==> config.mk <==
export PLATFORM = sky130hd
export DESIGN_NAME = cdc_handshake_tx
export DESIGN_NICKNAME = d
export VERILOG_FILES = /design/src/rtl/cdc_pkg.sv /design/src/rtl/ack_sync.sv /design/src/rtl/cdc_handshake_tx.sv
export SDC_FILE = /design/constraint.sdc
export NUM_CORES = 1
export LEC_CHECK = 0
export BUFFER_PORTS_ARGS = -buffer_cell sky130_fd_sc_hd__buf_2
export CAP_MARGIN = 5
export CORE_MARGIN = 3
export CORE_UTILIZATION = 45
export CTS_CLUSTER_SIZE = 10
export DETAILED_ROUTE_END_ITERATION = 8
export GPL_TIMING_DRIVEN = 0
export PLACE_DENSITY = 0.79
export SLEW_MARGIN = 20
export SYNTH_ARGS = -nofsm -noshare
export SYNTH_HDL_FRONTEND = slang
export SYNTH_SLANG_ARGS = --single-unit
==> constraint.sdc <==
create_clock -name clk -period 1.27 [get_ports clk]
set_clock_uncertainty 0.2 [all_clocks]
set_input_delay 0.1905 -clock clk [delete_from_list [all_inputs] [get_ports clk]]
set_output_delay 0.1905 -clock clk [all_outputs]
set_load 0.005 [all_outputs]
==> src/rtl/cdc_pkg.sv <==
// cdc_pkg: shared types and default constants for the req/ack crossing
// toward the multiplier clock domain.
package cdc_pkg;

  // Four-phase initiator states.
  typedef enum logic [1:0] {
    IDLE = 2'd0,
    REQ  = 2'd1,
    REL  = 2'd2
  } hs_state_t;

  // Default synchronizer depth on the returning acknowledge.
  localparam int CDC_SYNC_STAGES    = 3;
  // Default per-phase wait limit, only meaningful with HS_TIMEOUT_EN.
  localparam int CDC_TIMEOUT_CYCLES = 255;

endpackage

==> src/rtl/ack_sync.sv <==
// ack_sync: SYNC_STAGES-deep flop chain bringing the remote acknowledge into
// the local clock domain. SYNC_STAGES must be at least 2.
module ack_sync
  import cdc_pkg::*;
#(
  parameter int SYNC_STAGES = CDC_SYNC_STAGES
) (
  input  logic clk,
  input  logic rst,
  input  logic ack_in,
  output logic ack_s
);

  logic [SYNC_STAGES-1:0] sync_reg;

  // First stage samples the asynchronous acknowledge.
  always_ff @(posedge clk) begin
    if (rst) sync_reg[0] <= 1'b0;
    else     sync_reg[0] <= ack_in;
  end

  genvar gi;
  generate
    for (gi = 1; gi < SYNC_STAGES; gi++) begin : g_stage
      // Each further stage re-times the previous one to settle metastability.
      always_ff @(posedge clk) begin
        if (rst) sync_reg[gi] <= 1'b0;
        else     sync_reg[gi] <= sync_reg[gi-1];
      end
    end
  endgenerate

  assign ack_s = sync_reg[SYNC_STAGES-1];

endmodule

==> src/rtl/cdc_handshake_tx.sv <==
// cdc_handshake_tx: source-side four-phase req/ack initiator. Accepts one word
// on a valid/ready port, holds it on data_out and runs req high / ack high /
// req low / ack low before accepting the next word.
// Optional feature macro: HS_TIMEOUT_EN (per-phase wait limit and sticky err).
module cdc_handshake_tx
  import cdc_pkg::*;
#(
  parameter int WIDTH          = 8,
  parameter int SYNC_STAGES    = CDC_SYNC_STAGES,
  parameter int TIMEOUT_CYCLES = CDC_TIMEOUT_CYCLES
) (
  input  logic             clk,
  input  logic             rst,
  input  logic             in_valid,
  input  logic [WIDTH-1:0] in_data,
  output logic             in_ready,
  output logic             req_out,
  output logic [WIDTH-1:0] data_out,
  input  logic             ack_in,
  output logic             busy,
`ifdef HS_TIMEOUT_EN
  output logic             err,
`endif
  output logic             done
);

  hs_state_t        state_reg;
  logic             req_reg;
  logic [WIDTH-1:0] data_reg;
  logic             done_reg;
  logic             ack_s;

`ifdef HS_TIMEOUT_EN
  localparam int CNT_W = $clog2(TIMEOUT_CYCLES + 1);
  localparam logic [CNT_W-1:0] CNT_LAST = CNT_W'(TIMEOUT_CYCLES - 1);

  logic [CNT_W-1:0] cnt_reg;
  logic             err_reg;
  // Set when the current transaction was cut short in REQ, so its release
  // phase does not report a normal completion.
  logic             abort_reg;
`endif

  ack_sync #(
    .SYNC_STAGES (SYNC_STAGES)
  ) u_ack_sync (
    .clk    (clk),
    .rst    (rst),
    .ack_in (ack_in),
    .ack_s  (ack_s)
  );

  // Handshake FSM with registered req, data and done; the FSM only ever looks
  // at the synchronized acknowledge.
  always_ff @(posedge clk) begin
    if (rst) begin
      state_reg <= IDLE;
      req_reg   <= 1'b0;
      data_reg  <= '0;
      done_reg  <= 1'b0;
`ifdef HS_TIMEOUT_EN
      cnt_reg   <= '0;
      err_reg   <= 1'b0;
      abort_reg <= 1'b0;
`endif
    end else begin
      done_reg <= 1'b0;
`ifdef HS_TIMEOUT_EN
      // Count while waiting in a phase; each transition below restarts it.
      cnt_reg  <= (state_reg == IDLE) ? '0 : cnt_reg + 1'b1;
`endif
      case (state_reg)
        IDLE: begin
          if (in_valid) begin
            state_reg <= REQ;
            req_reg   <= 1'b1;
            data_reg  <= in_data;
`ifdef HS_TIMEOUT_EN
            cnt_reg   <= '0;
            abort_reg <= 1'b0;
`endif
          end
        end
        REQ: begin
          if (ack_s) begin
            state_reg <= REL;
            req_reg   <= 1'b0;
`ifdef HS_TIMEOUT_EN
            cnt_reg   <= '0;
          end else if (cnt_reg == CNT_LAST) begin
            state_reg <= REL;
            req_reg   <= 1'b0;
            cnt_reg   <= '0;
            err_reg   <= 1'b1;
            abort_reg <= 1'b1;
`endif
          end
        end
        REL: begin
          if (!ack_s) begin
            state_reg <= IDLE;
`ifdef HS_TIMEOUT_EN
            done_reg  <= !abort_reg;
            cnt_reg   <= '0;
          end else if (cnt_reg == CNT_LAST) begin
            state_reg <= IDLE;
            cnt_reg   <= '0;
            err_reg   <= 1'b1;
`else
            done_reg  <= 1'b1;
`endif
          end
        end
        default: begin
          state_reg <= IDLE;
          req_reg   <= 1'b0;
        end
      endcase
    end
  end

  assign in_ready = (state_reg == IDLE);
  assign busy     = (state_reg != IDLE);
  assign req_out  = req_reg;
  assign data_out = data_reg;
  assign done     = done_reg;
`ifdef HS_TIMEOUT_EN
  assign err      = err_reg;
`endif

endmodule

# After elaboration in Yosys (flattened, before gate mapping)
# Cells that the tools add are included.
# word_totals
out_inout_bits,12
input_bits,12
ff_bits,15
# classes
bitwise_logic,1
muxes,8
n_eq_ne,5
n_reduce_logical,6
# op_table
op,count
2-bit two-way mux,3
2-bit case mux with 3 select lines,1
3-bit AND reduction,2
"2-bit inequality test, second input constant",2
1-bit two-way mux,3
1-bit case mux with 3 select lines,1
"2-bit by 1-bit equality test with 1-bit output, second input constant",1
"2-bit equality test, second input constant",1
2-bit logical NOT,1
"2-bit by 1-bit inequality test with 1-bit output, second input constant",1
2-bit AND reduction,1
2-bit nonzero test,1
2-bit OR reduction,1
1-bit NOT,1

# Logic depth before layout (Yosys ltp)
# Gate-level depths: netlist of the first run.
# logic_depth
word_depth,3
ltp_mapped,3
depth_no_buf,2

# Cells and area by module
# From an unflattened synthesis of the first run, not the netlist that was laid out.
# hier_totals
cells_unflattened,57
hier_area_um2,614.3
# modules_own_cells
module,n_inst,cells_each,area_per_inst_um2
cdc_handshake_tx,1,51,535.5
ack_sync,1,6,78.8

# Least setup slack after synthesis of the first run
# No wires, ideal clock.
# synth_timing
kind,register to register
startpoint,register state_reg[1]
endpoint,"register data_reg[0], in the netlist data_out[0]"
arrival_ps,860
slack_ps,139
n_path_buf,1
path_stages_with_launch,4
cell_sequence,dfxtp_1 nor3b_2 buf_6 mux2i_1
# synth_via
elab_chain_len,2
# synth_lines
element,line,rtl
start: declaration,cdc_handshake_tx.sv:27,hs_state_t state_reg;
start signal: assignment,cdc_handshake_tx.sv:57,state_reg <= IDLE;
start signal: assignment,cdc_handshake_tx.sv:75,state_reg <= REQ;
start signal: assignment,cdc_handshake_tx.sv:86,state_reg <= REL;
2-bit logical NOT,cdc_handshake_tx.sv:72,case (state_reg)
2-bit AND reduction (no line),n/a,
end signal: assignment,cdc_handshake_tx.sv:77,data_reg <= in_data;
end: declaration,cdc_handshake_tx.sv:29,logic [WIDTH-1:0] data_reg;
# Every way passes these cells.
# A chain may end at the register's enable or synchronous reset.

# Worst setup path after layout of the first run
# layout_timing
startpoint,register state_reg[0]
endpoint,output in_ready
# layout_via
elab_chain_len,1
# layout_lines
element,line,rtl
2-bit logical NOT,cdc_handshake_tx.sv:122,assign in_ready = (state_reg == IDLE);
end: declaration,cdc_handshake_tx.sv:16,"output logic in_ready,"
# Every way passes these cells.

==> out/results.ini, run 1 <==
[routing]
drc = 0
drtIter0Drc = 3
dr_total_vias = 501
dr.pass1.iters = 3
drt-vias-per-instance = 4.60
ant_nets = 0
wirelength_um = 1220
wl_per_cell_um = 11.2

[timing]
final.setup.worst_slack_ps = -109
rsz0062_at_grt = yes
tns_ps = -551
period_needed_ps = 1380
tightestPinTransition_ps = 291
setup_viol = 10
final_max_slew_viol_count = 0
max_slew_margin_pct = 80.6
finalHoldViolCount = 0
fin_crit_sh_pct = 109
max_freq_ghz = 0.725

[die]
die_x_um = 43.0
coreArea_mm2 = 0.00119
die_y_um = 43.0
initial_core_util_pct = 51.8
row_count = 12
io_pins = 24
die-area_mm2 = 0.00184

[synthesis]
synth.cell_area_um2 = 614
synthDistinctLibCells = 15
seq_area_frac_synth_pct = 48.9
syn_nets = 69
syn_area_per_cell_um2 = 10.8
netlist.area_leader.share_pct = 48.9
synth_top_area_cell = dfxtp_1
yosys_warnings = 0
synth.area.top_cells = dfxtp_1 49%, nand2b_1 19%, mux2i_1 13%
ys_ff_latch = 15
syn_inst = 57

[grt]
grt_remaining_overflow = 0
grt_max_degree = 11
grt_pass1_wl_um = 2070
grt_usage_pct = 14.8
antenna_found_initial = 0
grt_pass1_vias = 502

[critical_path]
worstPathRequired_ps = 880
r2r-end = data_out[1]$_SDFFE_PP0P_
worstReg2RegStart = state_reg[0]$_SDFFE_PP0P_
cpPeakStageDelay_ps = 350
worstPathMaxFanout = 2
cp.arrival_ps = 990
endpoint = in_ready
regToRegSetupSlack_ps = -50
crit_start = state_reg[0]$_SDFFE_PP0P_
path_class = reg -> out
setup.worst_path.start_class = register
path_cells = or2_1 -> inv_1 -> buf_2
crit_path_top_delay_cell = dfxtp_4
setup.worst_path.end_class = primary output
r2r_cells = 4

[clock_tree]
cts_max_path_buffers = 2
cts-root-buf = clkbuf_4
clk_pin_slew_ps = 90
cts_max_level = 1
clk_latency_ps = 270
cts_buffers = 3
cts_tree = yes
clkSinkCount = 15

[pwr]
p_switching_uw = 219
power_frac_seq_pct = 54.4
vdd_drop_max_mv = 0.594
p_int_uw = 717
swShare_pct = 23.4
p_leak_uw = 0.000405
power_density_mw_per_mm2 = 1050
pwr-share-clk_pct = 28.1
combPwrFrac_pct = 17.5

[run_status]
violations = negative setup slack
outcome = finished with violations

[layout]
stdcell_area_um2 = 892
largest_reg_flops = 8
antenna_cells = 0
final_common_cell = buf_2
drive_gt1_share_pct = 35.8
final_core_util_pct = 75.2
syn2layout_area_growth_pct = 45.2
nets = 108
mostFrequentLayoutCells = 24 x buf_2, 19 x nand2b_1, 13 x dfxtp_1, 9 x dlygate4sd3_1, 8 x mux2i_1

[placement]
placed_area_um2 = 747
port_buffers = 23
pre_cts_slack_ps = 54.8
hpwl_um = 752
routabilityCongestion = 0.634

[worst_hold_path]
hold_class = in -> reg

[flow_run]
drv_cap = 0

==> cell type report <==
| cell class | count | area, um2 |
|---|---|---|
| inverters | 1 | 3.75 |
| fillers | 100 | 294 |
| clock buffers | 4 | 26.3 |
| flip-flops and latches | 15 | 308 |
| well taps | 14 | 17.5 |
| plain buffers | 3 | 20.0 |
| multi-input cells | 38 | 297 |
| repair buffers | 34 | 220 |
==> worst max-delay path, delay by kind of cell (launching register included) <==
| kind | cells | cell delay (ps) |
|---|---|---|
| buffers and inverters | 2 | 150 |
| flip-flops | 1 | 350 |
| AND/OR/NAND/NOR | 1 | 230 |
==> layer usage <==
metal | routed length (um) | GRT usage, % | part of all wire (%) | up-vias
li1 | - | - | - | 263
met1 | 552 | 16.8 | 45 | 220
met2 | 585 | 26.3 | 48 | 16
met3 | 78 | 2.54 | 6.4 | 2
met4 | 8 | 7.23 | 0.65 | 0
met5 | 0 | 0 | 0 | -
==> how the worst min path moves through the flow <==
stage | from | to | slack (ps) | cells after the start
6_report | in_valid | state_reg[0]$_SDFFE_PP0P_ | 20 | 3
5_1_grt | in_valid | state_reg[0]$_SDFFE_PP0P_ | 40 | 3
4_1_cts | in_valid | state_reg[0]$_SDFFE_PP0P_ | 8 | 3
3_5_place_dp | ack_in | u_ack_sync.sync_reg[0]$_SDFF_PP0_ | 210 | 2
3_3_place_gp | ack_in | u_ack_sync.sync_reg[0]$_SDFF_PP0_ | 200 | 2
2_1_floorplan | ack_in | u_ack_sync.sync_reg[0]$_SDFF_PP0_ | 120 | 1
==> through the flow <==
step	hold WS (ps)	instances	total power [uW]
detailed placement	209	94	656
global route	44.2	109	992
CTS	7.50	109	941
finish	23.7	109	935
global placement	201	94	653
floorplan	119	57	601
==> repair_timing <==
action	4_1_cts	5_1_grt
gates resized for setup	4	1
endpoints found under the hold margin	9	0
hold buffers	9	0
gates cloned	0	0
endpoints found under the setup margin	2	10
pin swaps	2	0
setup buffers	2	0
==> Yosys cell counts <==
cell and instances:
dfxtp_1 15, clkbuf_1 1, nor3b_2 2, buf_6 1, buf_2 1, a211oi_1 1, nor2b_1 3, nand2b_1 19
inv_1 1, o21a_1 1, mux2i_1 8, or2_1 1, o32ai_1 1, xnor2_1 1, nor4b_1 1
==> power groups by stage <==
stage / clock network (uW) / registers (uW) / logic, uW
6_report: 263 / 509 / 164
5_1_grt: 298 / 512 / 182
4_1_cts: 272 / 509 / 161
3_5_place_dp: 0 / 526 / 131
3_3_place_gp: 0 / 525 / 128
2_1_floorplan: 0 / 527 / 73.7
==> logic make-up (layout without fill, tap and decap cells) <==
kind of cell    Yosys count  count (layout)  synth area share (%)
flops                    15              15                  48.9
mux                       8               8                  13.0
simple gates             26              26                  28.9
buf+inv                   4              42                  3.87
compound gates            3               3                  3.87
xor+xnor                  1               1                  1.43
No activity file was read; power rests on OpenSTA's default activity.
==> inputs of run 2 (changes only) <==
Settings changed: HOLD_SLACK_MARGIN set to 0.03.
==> run 2 against run 1 <==
Effect of this change:
- the flow still finishes with violations (negative setup slack)
- core utilization increased by 0.84 points
- via count increased by 1.2%
- final cell count increased by 0.92%
- sequential power about the same
- first-iteration DRC count unchanged
- maximum frequency decreased by 0.10%
- die area unchanged
- clock power about the same
- sequential cell count unchanged
- combinational power about the same
==> out/results.ini, run 2 (same netlist as run 1, synthesis figures left out) <==
[run_status]
outcome = finished with violations
violations = negative setup slack

[grt]
antenna_found_initial = 0
grt_max_degree = 11
grt_usage_pct = 15.3
grt_pass1_vias = 500
grt_remaining_overflow = 0
grt_pass1_wl_um = 2120

[critical_path]
endpoint = in_ready
r2r-end = data_out[1]$_SDFFE_PP0P_
path_class = reg -> out
setup.worst_path.start_class = register
r2r_cells = 4
regToRegSetupSlack_ps = -50
worstPathMaxFanout = 2
crit_start = state_reg[0]$_SDFFE_PP0P_
setup.worst_path.end_class = primary output
cp.arrival_ps = 990
worstPathRequired_ps = 880
worstReg2RegStart = state_reg[0]$_SDFFE_PP0P_

[layout]
antenna_cells = 0
drive_gt1_share_pct = 35.4
nets = 109
final_common_cell = buf_2
syn2layout_area_growth_pct = 46.8
mostFrequentLayoutCells = 24 x buf_2, 19 x nand2b_1, 13 x dfxtp_1, 10 x dlygate4sd3_1, 8 x mux2i_1
final_core_util_pct = 76.1
largest_reg_flops = 8
fin_cells = 110

[clock_tree]
cts-root-buf = clkbuf_4
clk_pin_slew_ps = 90
cts_max_level = 1
cts_tree = yes
clkSinkCount = 15
cts_buffers = 3
cts_max_path_buffers = 2
clk_latency_ps = 270

[flow_run]
drv_cap = 0

[routing]
wirelength_um = 1250
wl_per_cell_um = 11.3
met3RoutedLength_um = 75
dr.pass1.iters = 3
ant_nets = 0
drtIter0Drc = 3
dr_total_vias = 507
drc = 0
top_layer = met4
wl_met2_um = 600
drt-vias-per-instance = 4.61
wl_met1_um = 560

[die]
initial_core_util_pct = 51.8
io_pins = 24
coreArea_mm2 = 0.00119
die_y_um = 43.0
die-area_mm2 = 0.00184
die_x_um = 43.0
row_count = 12

[timing]
setup_viol = 10
max_freq_ghz = 0.724
rsz0062_at_grt = yes
period_needed_ps = 1380
finalHoldViolCount = 0
final.setup.worst_slack_ps = -111
final_max_slew_viol_count = 0
max_slew_margin_pct = 80.3
tightestPinTransition_ps = 296
fin_hold_ws_ps = 35.4
fin_crit_sh_pct = 109

[worst_hold_path]
hold_depth = 3
hold_class = in -> reg

[placement]
hpwl_um = 752
routabilityCongestion = 0.634
pre_cts_slack_ps = 54.8
dp.cells = 94
port_buffers = 23

[pwr]
power_density_mw_per_mm2 = 1040
p_leak_uw = 0.000409
power_uw = 938
vdd_drop_max_mv = 0.594

-- run 2: critical path, cell delays in order, from the launching register on --
cell and delay (ps):
dfxtp_4 350, or2_1 230, inv_1 50, buf_2 100
-- run 2: worst min path at each step --
stage / start / to / slack (ps)
2_1_floorplan: ack_in / u_ack_sync.sync_reg[0]$_SDFF_PP0_ / 120
3_3_place_gp: ack_in / u_ack_sync.sync_reg[0]$_SDFF_PP0_ / 200
3_5_place_dp: ack_in / u_ack_sync.sync_reg[0]$_SDFF_PP0_ / 210
4_1_cts: rst / data_out[4]$_SDFFE_PP0P_ / 30
5_1_grt: rst / data_out[4]$_SDFFE_PP0P_ / 40
6_report: rst / data_out[3]$_SDFFE_PP0P_ / 40
-- run 2: repair_timing --
| action | 4_1_cts | 5_1_grt |
|---|---|---|
| hold buffers | 10 | 0 |
| endpoints found under the hold margin | 11 | 0 |
| cloned | 0 | 0 |
| gates resized for setup | 4 | 1 |
| setup endpoints to repair | 2 | 10 |
| setup buffers | 2 | 0 |
| pin swaps | 2 | 0 |
-- run 2: power by group --
part | internal, uW | total, uW | switching, uW
Combinational | 101 | 166 | 65.4
Sequential | 496 | 509 | 12.6
Clock | 122 | 263 | 141
Total | 719 | 938 | 219
-- run 2: layout make-up --
type | instances | area, um2
plain buffers | 3 | 20.0
clock buffers | 4 | 26.3
fillers | 100 | 284
inverters | 1 | 3.75
multi-input cells | 38 | 297
flip-flops and latches | 15 | 308
well taps | 14 | 17.5
repair buffers | 35 | 230
-- run 2: metal layers --
metal	GRT usage (%)	up-vias
li1	-	266
met2	26.6	16
met3	2.54	2
met1	18.0	223
met5	0	-
met4	7.23	0
-- run 2: per-stage QoR --
stage | instance area (um2) | setup TNS [ps]
after floorplan | 614 | 0
after global routing | 902 | -1260
final | 902 | -534
after CTS | 896 | -532
after global placement | 747 | 0
after detailed placement | 747 | 0
